**src/rtl/mux8_1_rr.sv**
```systemverilog
// Eight-channel valid/ready arbitrated mux onto one registered, channel-tagged output stream.
// Define MUX8_RR_FAIR_EN for round-robin arbitration; default build is fixed lowest-index priority.
module mux8_1_rr #(
  parameter int DATA_W = 8
) (
  input  logic                  clk,
  input  logic                  rst,
  input  logic [7:0]            in_valid,
  input  logic [8*DATA_W-1:0]   in_data,
  output logic [7:0]            in_ready,
  output logic                  y_valid,
  output logic [DATA_W-1:0]     y_data,
  output logic [2:0]            y_sel,
  input  logic                  y_ready
);

  logic              r_y_valid;
  logic [DATA_W-1:0] r_y_data;
  logic [2:0]        r_y_sel;

  logic              w_load;
  logic              w_any;
  logic [2:0]        w_grant;
  logic [DATA_W-1:0] w_grant_data;

  assign w_load = !r_y_valid || y_ready;
  assign w_any  = |in_valid;

`ifdef MUX8_RR_FAIR_EN
  logic [2:0] r_ptr;

  // Search starts just past the last grant, so the most recent winner is tried last.
  always_comb begin
    logic       found;
    logic [2:0] cand;
    w_grant = 3'd0;
    found   = 1'b0;
    cand    = 3'd0;
    for (int k = 1; k <= 8; k++) begin
      cand = r_ptr + 3'(k);
      if (!found && in_valid[cand]) begin
        w_grant = cand;
        found   = 1'b1;
      end
    end
  end
`else
  always_comb begin
    w_grant = 3'd0;
    for (int k = 7; k >= 0; k--) begin
      if (in_valid[k]) w_grant = 3'(k);
    end
  end
`endif

  always_comb begin
    w_grant_data = '0;
    for (int k = 0; k < 8; k++) begin
      if (w_grant == 3'(k)) w_grant_data = in_data[k*DATA_W +: DATA_W];
    end
  end

  assign in_ready = (!rst && w_load && w_any) ? (8'b1 << w_grant) : 8'b0;

  always_ff @(posedge clk) begin
    if (rst) begin
      r_y_valid <= 1'b0;
      r_y_data  <= '0;
      r_y_sel   <= 3'd0;
`ifdef MUX8_RR_FAIR_EN
      r_ptr     <= 3'd7;
`endif
    end else if (w_load) begin
      if (w_any) begin
        r_y_valid <= 1'b1;
        r_y_data  <= w_grant_data;
        r_y_sel   <= w_grant;
`ifdef MUX8_RR_FAIR_EN
        r_ptr     <= w_grant;
`endif
      end else begin
        r_y_valid <= 1'b0;
      end
    end
  end

  assign y_valid = r_y_valid;
  assign y_data  = r_y_data;
  assign y_sel   = r_y_sel;

endmodule

```
**config.mk**
```make
export PLATFORM = sky130hd
export DESIGN_NAME = mux8_1_rr
export DESIGN_NICKNAME = d
export VERILOG_FILES = /design/src/rtl/mux8_1_rr.sv
export SDC_FILE = /design/constraint.sdc
export NUM_CORES = 1
export LEC_CHECK = 0
export BUFFER_PORTS_ARGS = -buffer_cell sky130_fd_sc_hd__clkbuf_2
export CAP_MARGIN = 10
export CORE_MARGIN = 4
export CORE_UTILIZATION = 36
export DETAILED_ROUTE_END_ITERATION = 8
export PLACE_DENSITY = 0.85
export SLEW_MARGIN = 25
export SYNTH_ARGS = -nofsm -noshare
export SYNTH_HDL_FRONTEND = slang
export SYNTH_SLANG_ARGS = --single-unit
```
**constraint.sdc**
```tcl
create_clock -name clk -period 1.5 [get_ports clk]
set_input_delay 0.075 -clock clk [delete_from_list [all_inputs] [get_ports clk]]
set_output_delay 0.075 -clock clk [all_outputs]
set_load 0.02 [all_outputs]
```
==> results of run 1 <==
[sequential cells by signal, indices dropped and copies added, names as in the netlist]
signal and cells:
y_valid 1, y_data 8, y_sel 3
[cell usage after synthesis, types with 5 or more instances]
| master | n | area share [%] |
|---|---|---|
| mux2i_1 | 15 | 12 |
| nor2_1 | 14 | 4.2 |
| dfxtp_1 | 12 | 19 |
| o21ai_0 | 11 | 4.4 |
| a21oi_1 | 9 | 3.6 |
| nor3_1 | 7 | 2.8 |
| a22oi_1 | 6 | 3.6 |
| nand2_1 | 6 | 1.8 |
| a22o_1 | 5 | 3.5 |
| o221ai_1 | 5 | 3.5 |
[power by group through the flow]
stage	logic, mW	clock network (mW)	registers [mW]
floorplan	0.232	0	0.397
global placement	0.503	0	0.366
detailed placement	0.513	0	0.367
CTS	0.535	0.267	0.361
global route	0.621	0.281	0.365
finish	0.578	0.263	0.363
[stage by stage]
step | instances | utilization, % | worst slack, ns | total power [mW] | setup TNS, ns
2_1_floorplan | 151 | - | -0.00810 | 0.630 | -0.00941
3_5_place_dp | 322 | 61.1 | -0.188 | 0.880 | -2.17
3_3_place_gp | 322 | 61.1 | -0.130 | 0.870 | -1.44
6_report | 333 | 68.3 | -0.124 | 1.20 | -0.342
4_1_cts | 328 | 65.1 | -0.0901 | 1.16 | -0.424
5_1_grt | 333 | 68.3 | -0.171 | 1.27 | -0.870
[what timing repair did]
action                     in CTS  in global routing
gates resized for setup        21                 22
setup buffers                   2                  6
hold endpoints to repair        0                  0
setup endpoints to repair      14                 16
gates cloned                    0                  0
pin swaps                       5                  7
[metal layers]
metal	vias to the layer above	GRT usage (%)	wire [µm]
met5	-	0	0
met4	0	8.35	71
met3	10	3.71	436
met2	101	46.0	2980
met1	838	28.9	2240
li1	863	-	-
[final cells by class]
cell class	count	share of cell area, %
Tap cell	46	2.52
Clock buffer	4	1.59
Timing Repair Buffer	141	40.0
Sequential cell	12	10.6
Multi-Input combinational cell	128	45.0
Inverter	2	0.329
[kinds of logic (layout without fill, tap and decap cells)]
| family | count (synthesis) | count (layout) |
|---|---|---|
| AO/OA/AOI/OAI | 58 | 58 |
| AND/OR/NAND/NOR | 54 | 54 |
| multiplexers | 16 | 16 |
| buffers and inverters | 11 | 147 |
| flip-flops | 12 | 12 |
[worst min-delay path, stage by stage]
cell	delay [ns]
clkbuf_2	0.08
o21ai_0	0.07
o221ai_1	0.07
a22o_1	0.12
[final timing paths]
kind              cells past startpoint              startpoint                     end  slack (ns)
setup / recovery                      6    y_valid$_SDFFE_PP0N_             in_ready[0]       -0.12
hold reg to reg                       1  y_data[0]$_SDFFE_PP0P_  y_data[0]$_SDFFE_PP0P_        0.50
setup reg to reg                      5    y_valid$_SDFFE_PP0N_  y_data[1]$_SDFFE_PP0P_        0.05
hold / removal                        4             in_data[39]  y_data[7]$_SDFFE_PP0P_        0.17
==> results.sh, run 1 <==
export IMPL_start_util_pct=37.4
export IMPL_violations="negative setup slack"
export IMPL_dieArea_mm2=0.00447
export IMPL_maxCapViolations=0
export IMPL_fillers=286
export IMPL_ant_nets=0
export IMPL_p_leak_nw=1.10
export IMPL_die_w_um=66.9
export IMPL_wl_per_cell_um=17.2
export IMPL_synth_top_family_by_area="compound AO/OA/AOI/OAI gates"
export IMPL_place_congestion=0.864
export IMPL_cp_start_kind="register"
export IMPL_path_buf_inv=2
export IMPL_drt_iter0_markers=142
export IMPL_required_ns=1.42
export IMPL_dpl_hpwl_mm=4.24
export IMPL_numCtsBuffers=3
export IMPL_holdWs_ns=0.172
export IMPL_critPathArrivalTime_ns=1.55
export IMPL_p_int_mw=0.783
export IMPL_synth_edf_count=0
export IMPL_drive_above_1_share_pct=62.4
export IMPL_crit_type="reg2out"
export IMPL_cts_hold_buf=0
export IMPL_combinationalPowerShare_pct=48.0
export IMPL_grt_ovfl_total=0
export IMPL_end_kind="primary output"
export IMPL_hold_viol=0
export IMPL_wl_mm=5.72
export IMPL_h_tree_depth=1
export IMPL_num_io_pins=95
export IMPL_grt_pass1_wl_mm=8.50
export IMPL_maxSlewViolCount=0
export IMPL_path_cells="nand2b_4 > o21ai_4 > or2_4 > buf_6 > nor3_2 > buf_4"
export IMPL_antenna_found_initial=0
export IMPL_synth_mux_area_share_pct=12.9
export IMPL_nets=363
export IMPL_clock_sinks=12
export IMPL_synth_flop_cell="dfxtp_1"
export IMPL_clkPwrFrac_pct=21.8
export IMPL_ys_seq_elements=12
export IMPL_max_freq_mhz=616
export IMPL_fin_ws_ns=-0.124
export IMPL_period_minus_slack_ns=1.62
export IMPL_drc=0
export IMPL_critPathMaxStageDelay_ns=0.34
export IMPL_synth_cells=151
export IMPL_layout_commonest_cell="clkbuf_2"
export IMPL_final_cell_mix="84 x clkbuf_2, 47 x buf_4, 15 x mux2i_1, 13 x nor2_1, 11 x dfxtp_1"
export IMPL_fin_skew_ns=0.00181
export IMPL_multi_input_area_mm2=0.00102
export IMPL_area_growth_pct=82.7
export IMPL_ys_warnings_count=0
export IMPL_status="complete, but fails checks"
export IMPL_dr_pass1_iters=4
export IMPL_tritoncts="done"
export IMPL_syn_cell_area_mm2=0.00125
export IMPL_synth_cell_types=51
export IMPL_rows=21
export IMPL_vias=1812
export IMPL_max_slew_margin_rel_pct=68.0
export IMPL_critical_path_slowest_cell="dfxtp_2"
export IMPL_yosys_area_share_simple_pct=26.4
export IMPL_core_region_area_mm2=0.00334
export IMPL_cellPowerDensity_mw_per_mm2=528
export IMPL_cts_root_buf="clkbuf_4"
export IMPL_synth_compound_area_share_pct=35.0
export IMPL_async_flop_share_pct=0
export IMPL_vdd_ir_drop_max_v=0.000263
export IMPL_hold_class="in2reg"
export IMPL_clockBufferDepth=2
export IMPL_synth_net_count=226
export IMPL_fin_area_mm2=0.00228
export IMPL_synth_xor_area_share_pct=0
export IMPL_grt_start_max_net_pins=11
export IMPL_critPathTopFamily="simple AND/OR/NAND/NOR gates"
export IMPL_path_max_fanout=4
export IMPL_synthAdderAreaFrac_pct=0
export IMPL_area_sequential_um2=241
export IMPL_worst_pin_slew_ns=0.476
export IMPL_io_buffers=94
export IMPL_grt_pass1_vias=1870
export IMPL_viasPerCell=5.44
export IMPL_switching_power_mw=0.420
export IMPL_ys_seq_area_share_pct=19.3
export IMPL_grt_total_usage_pct=25.0
export IMPL_p_seq_share_pct=30.1
export IMPL_setup_viol=7
export IMPL_rsz0062_at_grt="true"
export IMPL_clock_latency_ns=0.27
export IMPL_dpl_cell_area_mm2=0.00204
export IMPL_synth_area_per_cell_um2=8.26
export IMPL_clkTransAtPathRegs_ns=0.08
export IMPL_die_y_um=66.9
export IMPL_switching_share_pct=34.9
export IMPL_diodes=0
export IMPL_finalCritPeriodShare_pct=108
No activity file was read; power rests on OpenSTA's default activity.
==> run 2: changes to the inputs <==
--- a/config.mk
+++ b/config.mk
@@ -7,10 +7,13 @@
 export LEC_CHECK = 0
 export BUFFER_PORTS_ARGS = -buffer_cell sky130_fd_sc_hd__clkbuf_2
 export CAP_MARGIN = 10
+export CELL_PAD_IN_SITES_DETAIL_PLACEMENT = 1
+export CELL_PAD_IN_SITES_GLOBAL_PLACEMENT = 1
 export CORE_MARGIN = 4
-export CORE_UTILIZATION = 36
+export CORE_UTILIZATION = 24
 export DETAILED_ROUTE_END_ITERATION = 8
 export PLACE_DENSITY = 0.85
+export SKIP_CTS_REPAIR_TIMING = 1
 export SLEW_MARGIN = 25
 export SYNTH_ARGS = -nofsm -noshare
 export SYNTH_HDL_FRONTEND = slang
==> run 2 against run 1 <==
Total power grew 6.6%. Hold slack improved by 0.025 ns. Design area is 1.1% higher. The flow still finishes with violations (negative setup slack). Largest power group unchanged.
==> results.sh, run 2 (same netlist as run 1, synthesis figures left out) <==
export IMPL_io_buffers=94
export IMPL_cp_start_kind="input port"
export IMPL_grt_total_usage_pct=18.4
export IMPL_crit_type="in2out"
export IMPL_drive_above_1_share_pct=64.5
export IMPL_fin_setup_tns_ns=-0.444
export IMPL_layout_commonest_cell="clkbuf_2"
export IMPL_clockBufferDepth=2
export IMPL_path_cells="buf_6 > or4_4 > buf_6 > o21ai_4 > or2_4 > buf_4 > nor3_2 > buf_4"
export IMPL_setup_viol=8
export IMPL_dp_cells=343
export IMPL_wl_met2_mm=3.16
export IMPL_stdcell_count=354
export IMPL_die_y_um=80.1
export IMPL_finalCritPeriodShare_pct=104
export IMPL_cts_root_buf="clkbuf_8"
export IMPL_grt_pass1_vias=1964
export IMPL_hold_class="in2reg"
export IMPL_route_met3_wl_um=437
export IMPL_num_io_pins=95
export IMPL_clock_sinks=12
export IMPL_dr_pass1_iters=4
export IMPL_ant_nets=0
export IMPL_diodes=0
export IMPL_vias=1788
export IMPL_viasPerCell=5.05
export IMPL_grt_pass1_wl_mm=9.29
export IMPL_required_ns=1.42
export IMPL_rsz0062_at_grt="true"
export IMPL_largest_register_ffs=8
export IMPL_grt_start_max_net_pins=13
export IMPL_drc=0
export IMPL_antenna_found_initial=0
export IMPL_core_region_area_mm2=0.00488
export IMPL_critical_path_slowest_cell="or4_4"
export IMPL_clock_latency_ns=0.24
export IMPL_p_leak_nw=1.12
export IMPL_dp_slack_ns=-0.275
export IMPL_path_max_fanout=6
export IMPL_end_kind="primary output"
export IMPL_max_freq_mhz=638
export IMPL_area_growth_pct=84.8
export IMPL_fin_ws_ns=-0.0673
export IMPL_p_total_mw=1.28
export IMPL_r2r_slack_ns=0.15
export IMPL_grt_ovfl_total=0
export IMPL_wl_mm=6.21
export IMPL_clkTransAtPathRegs_ns=0.05
export IMPL_violations="negative setup slack"
export IMPL_max_slew_margin_rel_pct=70.9
export IMPL_tritoncts="done"
export IMPL_wl_per_cell_um=17.5
export IMPL_start_util_pct=25.6
export IMPL_die_w_um=80.1
export IMPL_final_cell_mix="88 x clkbuf_2, 45 x buf_4, 15 x mux2i_1, 12 x nor2_1, 11 x dfxtp_1"
export IMPL_rows=25
export IMPL_top_layer_used="met4"
export IMPL_dpl_hpwl_mm=5.04
export IMPL_maxCapViolations=0
export IMPL_numCtsBuffers=3
export IMPL_h_tree_depth=1
export IMPL_period_minus_slack_ns=1.57
export IMPL_wl_met1_mm=2.53
export IMPL_critPathArrivalTime_ns=1.49
export IMPL_worst_pin_slew_ns=0.437
export IMPL_status="complete, but fails checks"
export IMPL_cellPowerDensity_mw_per_mm2=557
export IMPL_vdd_ir_drop_max_v=0.000340
export IMPL_critPathMaxStageDelay_ns=0.53
export IMPL_nets=363
export IMPL_drt_iter0_markers=42
export IMPL_maxSlewViolCount=0
export IMPL_place_congestion=0.926
export IMPL_hold_viol=0
export IMPL_dieArea_mm2=0.00642
export IMPL_fin_skew_ns=0.000739
run 2: changes by cell type in the layout (fill, tap and decap cells not counted), moves of 3 or more:
cell,change
a21oi_1,-4
and3_1,+3
nor2_2,+3
and3_4,-3
buf_6,+3
clkbuf_4,-3
a21oi_2,+4
clkbuf_2,+4
run 2: cell type report:
class / instances / area (µm²)
clock buffers: 4 / 55.1
well taps: 67 / 83.8
inverters: 2 / 7.51
fillers: 624 / 2570
flip-flops and latches: 12 / 241
repair buffers: 141 / 868
multi-input cells: 128 / 1050
run 2: per-layer routing:
metal	GRT usage [%]	vias up
li1	-	860
met1	22.4	845
met2	32.8	77
met3	4.48	6
met4	3.55	0
met5	0	-
run 2: power breakdown:
| group | internal [mW] | switching, mW |
|---|---|---|
| clock network | 0.232 | 0.124 |
| logic | 0.276 | 0.289 |
| registers | 0.346 | 0.0165 |
| total | 0.854 | 0.429 |
run 2: metrics by stage:
stage | cell area, µm² | hold slack, ns | utilization, %
after global placement | 2050 | 0.429 | 42.1
after floorplan | 1280 | 0.327 | -
after global routing | 2300 | 0.219 | 47.2
after CTS | 2110 | 0.184 | 43.2
final | 2300 | 0.197 | 47.2
after detailed placement | 2050 | 0.435 | 42.1
run 2: worst max-delay path: cells and delay by family:
kind,cells,cell delay [ns]
compound gates,1,0.16
simple gates,3,0.74
buf+inv,4,0.53
run 2: final timing paths:
check | start | to | cells after the start
max | in_valid[3] | in_ready[4] | 8
min reg2reg | y_data[7]$_SDFFE_PP0P_ | y_data[7]$_SDFFE_PP0P_ | 1
min | rst | y_valid$_SDFFE_PP0N_ | 2
max reg2reg | y_valid$_SDFFE_PP0N_ | y_data[0]$_SDFFE_PP0P_ | 6
